$ cat config.mk
export PLATFORM = sky130hd
export DESIGN_NAME = regfile_write_ctrl
export DESIGN_NICKNAME = d
export VERILOG_FILES = /design/src/rtl/regfile_write_ctrl_pkg.sv /design/src/rtl/regfile_write_ctrl_commit_fifo.sv /design/src/rtl/regfile_write_ctrl.sv
export SDC_FILE = /design/constraint.sdc
export NUM_CORES = 1
export LEC_CHECK = 0
export ABC_AREA = 1
export BUFFER_PORTS_ARGS = -buffer_cell sky130_fd_sc_hd__buf_4
export CORE_MARGIN = 2
export CORE_UTILIZATION = 40
export DETAILED_ROUTE_END_ITERATION = 7
export GPL_TIMING_DRIVEN = 0
export MAX_ROUTING_LAYER = met4
export PLACE_DENSITY = 0.62
export SLEW_MARGIN = 5
export SYNTH_ARGS = -nofsm -noshare
export SYNTH_HDL_FRONTEND = slang
export SYNTH_HIERARCHICAL = 1
export SYNTH_SLANG_ARGS = --single-unit
$ cat constraint.sdc
create_clock -name clk -period 2.92 [get_ports clk]
set_clock_uncertainty 0.1 [all_clocks]
set_input_delay 0.584 -clock clk [delete_from_list [all_inputs] [get_ports clk]]
set_output_delay 0.584 -clock clk [all_outputs]
set_load 0.01 [all_outputs]
$ cat src/rtl/regfile_write_ctrl_pkg.sv
// Shared widths and state encoding for the register-file write-channel arbiter.
package regfile_write_ctrl_pkg;

    localparam int DATA_WIDTH     = 32;
    localparam int REG_ADDR_WIDTH = 5;
    localparam int ROB_ADDR_WIDTH = 4;
    localparam int REG_COUNT      = 32;

    typedef enum logic [1:0] {
        ST_IDLE  = 2'd0,
        ST_DRAIN = 2'd1,
        ST_WALK  = 2'd2
    } state_t;

endpackage

$ cat src/rtl/regfile_write_ctrl_commit_fifo.sv
// Synchronous FIFO of {addr,data} commit entries; head is visible combinationally.
module commit_fifo #(
    parameter int DEPTH = 4,
    parameter int AW    = 5,
    parameter int DW    = 32,
    localparam int PW   = $clog2(DEPTH),
    localparam int CW   = PW + 1
) (
    input  logic          clk,
    input  logic          rst,
    input  logic          i_push,
    input  logic [AW-1:0] i_push_addr,
    input  logic [DW-1:0] i_push_data,
    input  logic          i_pop,
    output logic [AW-1:0] o_head_addr,
    output logic [DW-1:0] o_head_data,
    output logic          o_full,
    output logic          o_empty,
    output logic [CW-1:0] o_count
);

    logic [AW+DW-1:0] r_mem [DEPTH];
    logic [PW-1:0]    r_wr_ptr;
    logic [PW-1:0]    r_rd_ptr;
    logic [CW-1:0]    r_count;

    // Storage carries no reset; only the pointers define validity.
    for (genvar gi = 0; gi < DEPTH; gi++) begin : g_entry
        always_ff @(posedge clk) begin
            if (i_push && (r_wr_ptr == PW'(gi))) begin
                r_mem[gi] <= {i_push_addr, i_push_data};
            end
        end
    end

    always_ff @(posedge clk) begin
        if (rst) begin
            r_wr_ptr <= '0;
            r_rd_ptr <= '0;
            r_count  <= '0;
        end else begin
            if (i_push) r_wr_ptr <= r_wr_ptr + 1'b1;
            if (i_pop)  r_rd_ptr <= r_rd_ptr + 1'b1;
            r_count <= r_count + CW'(i_push) - CW'(i_pop);
        end
    end

    assign {o_head_addr, o_head_data} = r_mem[r_rd_ptr];
    assign o_full  = (r_count == CW'(DEPTH));
    assign o_empty = (r_count == '0);
    assign o_count = r_count;

endmodule

$ cat src/rtl/regfile_write_ctrl.sv
// Arbitrates the single register-file write port between rename, commit and flush restore walk.
module regfile_write_ctrl
    import regfile_write_ctrl_pkg::*;
#(
    parameter int DATA_WIDTH     = regfile_write_ctrl_pkg::DATA_WIDTH,
    parameter int REG_ADDR_WIDTH = regfile_write_ctrl_pkg::REG_ADDR_WIDTH,
    parameter int ROB_ADDR_WIDTH = regfile_write_ctrl_pkg::ROB_ADDR_WIDTH,
    parameter int COMMIT_DEPTH   = 4
) (
    input  logic                      clk,
    input  logic                      rst,
    input  logic                      flush_req,
    output logic                      flush_busy,
    input  logic                      commit_valid,
    output logic                      commit_ready,
    input  logic [REG_ADDR_WIDTH-1:0] commit_addr,
    input  logic [DATA_WIDTH-1:0]     commit_data,
    input  logic                      dispatch_valid,
    output logic                      dispatch_ready,
    input  logic [REG_ADDR_WIDTH-1:0] dispatch_addr,
    input  logic [ROB_ADDR_WIDTH-1:0] dispatch_rob_id,
    output logic                      rf_write_en,
    output logic [REG_ADDR_WIDTH-1:0] rf_write_addr,
    output logic                      rf_write_restore,
    output logic                      rf_write_is_ref,
    output logic [DATA_WIDTH-1:0]     rf_write_data
);

    localparam int CW = $clog2(COMMIT_DEPTH) + 1;
    localparam logic [REG_ADDR_WIDTH-1:0] LAST_IDX = REG_ADDR_WIDTH'(REG_COUNT - 1);

    state_t                    r_state, w_state_next;
    logic [REG_ADDR_WIDTH-1:0] r_idx, w_idx_next;

    logic                      w_push, w_pop;
    logic                      w_fifo_full, w_fifo_empty;
    logic [CW-1:0]             w_fifo_count;
    logic [REG_ADDR_WIDTH-1:0] w_head_addr;
    logic [DATA_WIDTH-1:0]     w_head_data;

    logic                      w_disp_rdy;
    logic                      w_en, w_restore, w_is_ref;
    logic [REG_ADDR_WIDTH-1:0] w_addr;
    logic [DATA_WIDTH-1:0]     w_data;

    assign w_push = commit_valid && commit_ready;

    commit_fifo #(
        .DEPTH (COMMIT_DEPTH),
        .AW    (REG_ADDR_WIDTH),
        .DW    (DATA_WIDTH)
    ) u_commit_fifo (
        .clk         (clk),
        .rst         (rst),
        .i_push      (w_push),
        .i_push_addr (commit_addr),
        .i_push_data (commit_data),
        .i_pop       (w_pop),
        .o_head_addr (w_head_addr),
        .o_head_data (w_head_data),
        .o_full      (w_fifo_full),
        .o_empty     (w_fifo_empty),
        .o_count     (w_fifo_count)
    );

    always_ff @(posedge clk) begin
        if (rst) begin
            r_state <= ST_IDLE;
            r_idx   <= REG_ADDR_WIDTH'(1);
        end else begin
            r_state <= w_state_next;
            r_idx   <= w_idx_next;
        end
    end

    always_comb begin
        w_state_next = r_state;
        w_idx_next   = r_idx;
        w_disp_rdy   = 1'b0;
        w_pop        = 1'b0;
        w_en         = 1'b0;
        w_restore    = 1'b0;
        w_is_ref     = 1'b0;
        w_addr       = '0;
        w_data       = '0;
        case (r_state)
            ST_IDLE: begin
                // A full FIFO holds off rename so queued commits get the port.
                w_disp_rdy = !flush_req && (w_fifo_count != CW'(COMMIT_DEPTH));
                if (dispatch_valid && w_disp_rdy) begin
                    if (dispatch_addr != '0) begin
                        w_en     = 1'b1;
                        w_is_ref = 1'b1;
                        w_addr   = dispatch_addr;
                        w_data   = DATA_WIDTH'(dispatch_rob_id);
                    end
                end else if (!w_fifo_empty) begin
                    w_pop  = 1'b1;
                    w_en   = 1'b1;
                    w_addr = w_head_addr;
                    w_data = w_head_data;
                end
                if (flush_req) w_state_next = ST_DRAIN;
            end
            ST_DRAIN: begin
                if (!w_fifo_empty) begin
                    w_pop  = 1'b1;
                    w_en   = 1'b1;
                    w_addr = w_head_addr;
                    w_data = w_head_data;
                end else begin
                    w_state_next = ST_WALK;
                    w_idx_next   = REG_ADDR_WIDTH'(1);
                end
            end
            ST_WALK: begin
                w_en      = 1'b1;
                w_restore = 1'b1;
                w_addr    = r_idx;
                if (r_idx == LAST_IDX) begin
                    w_state_next = ST_IDLE;
                    w_idx_next   = REG_ADDR_WIDTH'(1);
                end else begin
                    w_idx_next = r_idx + 1'b1;
                end
            end
            default: begin
                w_state_next = ST_IDLE;
                w_idx_next   = REG_ADDR_WIDTH'(1);
            end
        endcase
    end

    // Every output is forced low while reset is held, whatever the stale state.
    assign commit_ready     = !rst && !w_fifo_full;
    assign dispatch_ready   = !rst && w_disp_rdy;
    assign flush_busy       = !rst && (r_state != ST_IDLE);
    assign rf_write_en      = !rst && w_en;
    assign rf_write_restore = !rst && w_restore;
    assign rf_write_is_ref  = !rst && w_is_ref;
    assign rf_write_addr    = rst ? '0 : w_addr;
    assign rf_write_data    = rst ? '0 : w_data;

endmodule

==> results of run 1 <==
==> critical path, cell delays in order (launching register included) <==
cell and delay, ps:
dfxtp_1 400, buf_4 200, buf_2 270, o211ai_1 130, nand2_1 120, nand2_1 60, nand2_1 70, nand3_1 70
a21oi_1 140, buf_4 140
==> per-stage QoR <==
step                      cells  instance area (sq um)  util (%)  setup TNS, ps  total power [uW]
after global placement     1011                   8320      46.3         -98260              5530
after CTS                  1047                   8980      50.0              0              7670
after global routing       1046                   9000      50.1              0              8110
after floorplan             689                   7340         -              0              4610
final                      1046                   9000      50.1              0              7620
after detailed placement   1015                   8410      46.8              0              5550
==> final cells by class <==
class | instances | area [sq um]
fillers | 1637 | 8960
flip-flops and latches | 164 | 4760
multi-input cells | 358 | 1880
repair buffers | 97 | 786
inverters | 135 | 507
clock buffers | 19 | 433
well taps | 229 | 287
plain buffers | 31 | 208
clock inverters | 13 | 134
==> cells by family after synthesis <==
group                      after synthesis  share of synthesized area (%)
AOI/OAI and AO/OA                      144                           11.3
xor gates and xnor gates                 1                          0.119
adders and majority gates                9                           1.64
buffers and inverters                  167                           9.51
DFF                                    164                           64.9
and+or+nand+nor                        204                           12.5
==> sequential cells by signal (all words and copies together), names as in the netlist, named ones only <==
| register | cells |
|---|---|
| r_state | 2 |
| u_commit_fifo/r_rd_ptr | 2 |
| u_commit_fifo/r_wr_ptr | 2 |
| r_idx | 5 |
| u_commit_fifo/r_mem | 148 |
| u_commit_fifo/o_count | 3 |
==> timing repair <==
| item | in CTS | in global routing |
|---|---|---|
| resized for setup | 1 | 13 |
| hold buffers | 0 | 0 |
| endpoints found under the setup margin | 4 | 5 |
| gates cloned | 0 | 0 |
==> per-layer routing <==
layer  global-route usage (%)  vias up  wire, microns
li1                         -     2534              -
met1                     22.5     2322           7270
met2                     26.2      124           7310
met3                     3.96       16            860
met4                     4.57        0            165
met5                        -        -              0
==> path summary, 6_finish.rpt <==
kind	start	end	slack, ps
worst max-delay path	flip-flop	rf_write_data[3]	200
worst min-delay path	commit_data[14]	u_commit_fifo/r_mem[1][14]	260
worst max register to register	u_commit_fifo/o_count[1]	u_commit_fifo/r_mem[3][15]	390
worst min register to register	u_commit_fifo/r_rd_ptr[0]	flip-flop	380
==> cells in the mapped netlist (all sizes together) <==
master    n  area share (%)
nand3    17             1.2
dfxtp    16             4.4
nor3     13             1.0
a31oi     1           0.085
xor2      1            0.12
a21oi    60             4.1
fa        1            0.27
nand4     5            0.43
edfxtp  148              61
a22oi     2            0.20
nor3b     1            0.10
inv     135             6.9
nand2   116             6.1
buf      29             2.5
clkbuf    3            0.15
nor2     52             3.6
o211ai   37             3.8
o21ai    43             3.0
ha        8             1.4
o21bai    1            0.10
==> where the power goes <==
part / total (uW) / switching, uW / internal [uW]
clock: 2100 / 852 / 1250
sequential: 2790 / 71.4 / 2720
combinational: 2730 / 1710 / 1020
total: 7620 / 2630 / 4990
==> impl_results.md, run 1 <==
- Number of sinks on the clock net: ~160
- Commonest non-fill, non-tap cells in the layout: edfxtp_1 (148), inv_1 (127), nand2_1 (114)
- IR Drop Worst-Case VDD: 446 uV
- DRC violation total after the first TritonRoute iteration: roughly 310
- Share of synthesized area occupied by flip-flops and latches: around 65%
- Antenna violations before repair: 0
- H-tree depth reported by CTS: 4
- Sum of net half-perimeters after detailed placement: 10400 microns
- Most common cell after layout, fill and taps aside: edfxtp_1
- Ys Warns: 6
- Num ports: 94
- Final ANT Viol Nets: 0
- All-Layer GR Usage: around 17%
- Effective utilization at floorplan: approximately 40%
- Final Slew Violations: 0
- Via count of the first global-routing pass: between 4k and 5k
- Number of setup buffers added after CTS: 0
- Post-synthesis to final-layout area growth: 22.6%
- Routed Wire Length: approximately 16000 microns
- Core Area: ~0.018 sq mm
- Post-route minimum period: roughly 2700 ps
- Vertical die dimension: between 100 and 150 microns
- Cell depth of the worst min-delay path: 1
- Post-DR vias/cell: 4.78
- Width of the die: 139 microns
- Aggregate global routing overflow: 0
- Pin count of the biggest net entering global routing: 27
- Distinct cell type count of the synthesized netlist: 33
- Number of maximum-capacitance constraint violations: 0
- Remaining routing DRC violations: 0
- Mapped Area: roughly 0.0073 sq mm
- Total via count in the routed design: around 5.0k
- Root Buffer Master: clkbuf_16
- Antenna diode count: 0
- Share of post-route cells with drive strength above 1: a little under a quarter
- Average detailed-routed wire length per instance: 14.9 microns
- Final worst-path setup slack: 202 ps
- DR pass1 iterations: 5
- Area of the die: around 0.019 sq mm
- Setup repair after global routing missed its margin: false
- Arrival time of the worst setup path: a little over 2000 ps
- Leakage power figure: approximately 0.0038 uW
- Clock buffer count from CTS: 17
- Clock tree from TritonCTS: built
- Power density over the cells: around 850 mW/mm^2
- Required time of the critical path: ~2200 ps
- Number of cells traversed by the worst register-to-register path: 7
- Clock slew at reported path FFs: 60 ps
- Setup CP Type: reg -> out
- Cell count after synthesis: 689
- Clock Tree Buf Depth: 2
- Wire length of the first global-routing pass: around 25000 microns
- Maximum fanout along the worst path: 10
- Source-to-sink clock delay at the later pin of the worst-skew pair: between 400 and 500 ps
- Syn nets: around 750
- Port-buffer cells: 93
- Post-Syn Area per Cell: around 11 sq um
- Maximum clock frequency: between 300 and 400 MHz
- Routability-driven placement congestion ratio: ~0.80
- Final clock period utilization by the worst path: between 90% and 100%
- Final nets: approximately 860
- Final number of setup-violating endpoints: 0
- Kind of end point of the critical path: primary output
- Final hold violations: 0
- Normalized max-slew margin: 50.0%
- Worst min path class: in -> reg
- Startpoint Class: flip-flop
- #FFs+latches synth: between 150 and 200
- Outcome: finished clean
- Slew at the pin closest to its max-slew limit: 748 ps
- Final worst hold slack: 263 ps
- Row Count: 49
- Post-Place Setup Slack: between 20 and 25 ps
Power figures use the tool's default switching activity.
==> inputs of run 2 (changes only) <==
SYNTH_HIERARCHICAL = default   (was 1)
==> run 2 against run 1 <==
Compared with the run above:
- sequential share of layout area up 2.0 points
- count of clock-buffer cells in the layout down 2
- synthesized cell count down 9.9%
- core utilization up 0.19 points
- clock power about the same
- via count down 2.7%
- design area down 3.7%
- power down 0.27%
- wire length up 5.0%
- largest power group unchanged
- highest routed layer unchanged
==> impl_results.md, run 2 <==
- Kind of end point of the critical path: primary output
- Sum of net half-perimeters after detailed placement: 10700 microns (+3.8%)
- Register with the highest flop count: u_commit_fifo.r_mem
- Mapped Area: 0.00701 sq mm (-4.5%)
- Ys Warns: 0 (-6)
- Most frequent cells after synthesis: edfxtp_1 (148), nor2_1 (107), inv_1 (76), o21ai_0 (69), nand2_1 (60)
- Clock tree from TritonCTS: built
- Remaining routing DRC violations: 0 (unchanged)
- Total via count in the routed design: 4863 (-2.7%)
- Vertical die dimension: 136 microns (-2.2%)
- Worst reg2reg path endpoint: u_commit_fifo.o_count[2]
- Slew at the pin closest to its max-slew limit: 825 ps (+76.5 ps)
- Area contributors post-synth: edfxtp_1 (63%), nor2_1 (5.7%), o21ai_0 (4.9%), dfxtp_1 (4.6%), inv_1 (4.1%)
- Normalized max-slew margin: 44.9% (-5.1 points)
- Row Count: 48 (-2.0%)
- Setup repair after global routing missed its margin: false
- Number of flip-flops in the largest register: 148 (unchanged)
- Clock buffer count from CTS: 17 (unchanged)
- Post-DR vias/cell: 5.00 (+4.6%)
- Share of post-route cells with drive strength above 1: 24.5% (+0.60 points)
- H-tree depth reported by CTS: 4 (unchanged)
- Pin count of the biggest net entering global routing: 24 (-11%)
- Number of flops mapped to enable cells by yosys: 148 (unchanged)
- Post-route minimum period: 2730 ps (+13.1 ps)
- Num ports: 94 (unchanged)
- Most common cell after layout, fill and taps aside: edfxtp_1
- Share of the synthesized area in the top cell type: 63.4% (+2.8 points)
- Number of sinks on the clock net: 164 (unchanged)
- Required time of the critical path: 2240 ps (about the same)
- Average detailed-routed wire length per instance: 16.8 microns (+13%)
- Distinct cell type count of the synthesized netlist: 31 (-6.1%)
- #FFs+latches synth: 164 (unchanged)
- Dominant cell by count in the synthesized netlist: edfxtp_1
- Wire length of the first global-routing pass: 25600 microns (+3.5%)
- Share of synthesized area occupied by flip-flops and latches: 68.0% (+3.0 points)
- Power density over the cells: 877 mW/mm^2 (+3.5%)
- Final hold violations: 0 (unchanged)
- Via count of the first global-routing pass: 4812 (+1.9%)
- Hold-fix buffers, CTS: 0 (unchanged)
- Area of the die: 0.0186 sq mm (-4.3%)
- Final number of setup-violating endpoints: 0 (unchanged)
- Util after Layout: 50.3% (+0.19 points)
- Capture endpoint of the worst hold path: u_commit_fifo.r_mem[0][10]
- Aggregate global routing overflow: 0 (unchanged)
- Worst hold start: commit_data[10]
- Final Slew Violations: 0 (unchanged)
- Number of cells traversed by the worst register-to-register path: 11 (+4)
- Routability-driven placement congestion ratio: 0.791 (-1.5%)
- Maximum clock frequency: 366 MHz (-0.48%)
- Antenna violations before repair: 0 (unchanged)
- Setup CP Type: reg -> out
- Final ANT Viol Nets: 0 (unchanged)
- Maximum fanout along the worst path: 10 (unchanged)
- Post-synthesis to final-layout area growth: 23.6%
- Width of the die: 136 microns (-2.2%)
- Final clock period utilization by the worst path: 93.5% (+0.45 points)
- Clock Tree Buf Depth: 2 (unchanged)
- Source-to-sink clock delay at the later pin of the worst-skew pair: 420 ps (about the same)
- IR Drop Worst-Case VDD: 505 uV (+13%)
- Cell count after synthesis: 621 (-9.9%)
- DRC violation total after the first TritonRoute iteration: 342 (+12%)
- Core Area: 0.0172 sq mm (-4.0%)
- Final setup TNS: 0 ps (unchanged)
- All-Layer GR Usage: 19.0% (+2.1 points)
- Synth async-reset ratio: 0% (unchanged)
- DR pass1 iterations: 4 (-1)
- Top cell type by total area after synthesis: edfxtp_1
- Port-buffer cells: 93 (unchanged)
- Leakage power figure: 0.00345 uW (-8.9%)
- Final nets: 797 (-7.8%)
- Outcome: finished clean
- Effective utilization at floorplan: 40.7% (-0.18 points)
- Clock slew at reported path FFs: 70 ps (about the same)
- Most used flip-flop cell after synthesis: edfxtp_1
- Routed Wire Length: 16400 microns (+5.0%)
- Worst min path class: in -> reg
- Syn nets: 681 (-9.1%)
- Startpoint Class: flip-flop
- Arrival time of the worst setup path: 2050 ps (+20 ps)
- Worst-case register-to-register setup slack: 540 ps (+150 ps)
- Antenna diode count: 0 (unchanged)
- Commonest non-fill, non-tap cells in the layout: edfxtp_1 (148), nor2_1 (103), buf_4 (99)
- Root Buffer Master: clkbuf_16
- R2R Path Start: u_commit_fifo.o_count[1]
- Number of maximum-capacitance constraint violations: 0 (unchanged)
- Post-Syn Area per Cell: 11.3 sq um (+6.0%)
- Cell depth of the worst min-delay path: 1 (unchanged)
## run 2: stage by stage
stage / total power (uW) / cell area (sq um) / worst slack (ps) / hold WS [ps] / instances
finish: 7600 / 8670 / 189 / 256 / 973
global route: 8060 / 8670 / 13.8 / 238 / 973
CTS: 7660 / 8660 / 68.9 / 245 / 973
detailed placement: 5550 / 8110 / -62.1 / 362 / 943
global placement: 5480 / 7990 / -1990 / 356 / 939
floorplan: 4560 / 7010 / -252 / 344 / 621
## run 2: per-layer routing
metal	GRT usage (%)	part of all wire [%]	wire (microns)	up-vias
li1	-	-	-	2348
met5	-	0	0	-
met3	4.25	5.3	875	10
met4	5.38	0.99	163	0
met1	23.0	43	7010	2375
met2	32.1	51	8350	130
## run 2: worst max path at each step
stage	startpoint	endpoint	slack, ps
2_1_floorplan	rst	u_commit_fifo.r_mem[0][0]	-250
3_3_place_gp	rst	u_commit_fifo.r_mem[3][24]	-1990
4_1_cts	flip-flop	rf_write_data[25]	70
3_5_place_dp	rst	u_commit_fifo.o_count[2]	-60
6_report	flip-flop	rf_write_data[15]	190
5_1_grt	flip-flop	rf_write_data[23]	10
## run 2: what timing repair did
action / in CTS / in global routing
endpoints found under the setup margin: 0 / 11
endpoints found under the hold margin: 0 / 0
buffers inserted: 0 / 0
resized for setup: 0 / 10
## run 2: worst max-delay path: stages, from the launching register on
cell and delay (ps):
dfxtp_1 330, buf_4 180, inv_2 70, clkbuf_1 420, o21ai_0 140, o22ai_1 170, inv_1 100, nor2_2 110
buf_4 120
## run 2: cell type report
class	count	area [sq um]
inverters	80	310
flip-flops and latches	164	4760
clock buffers	17	425
clock inverters	13	128
fillers	1511	8570
multi-input cells	350	1790
well taps	225	282
plain buffers	27	184
repair buffers	97	786
## run 2: cells by family after synthesis
kind of cell,synth area share (%)
buffers and inverters,6.96
xor gates and xnor gates,0.375
DFF,68.0
adders and majority gates,1.71
and+or+nand+nor,14.1
AOI/OAI and AO/OA,8.87
## run 2: where the power goes
group / leakage [uW] / switching (uW) / internal [uW]
Sequential: 0.00147 / 79.4 / 2720
Clock: 0.000258 / 933 / 1180
Combinational: 0.00171 / 1690 / 995
Total: 0.00345 / 2700 / 4890
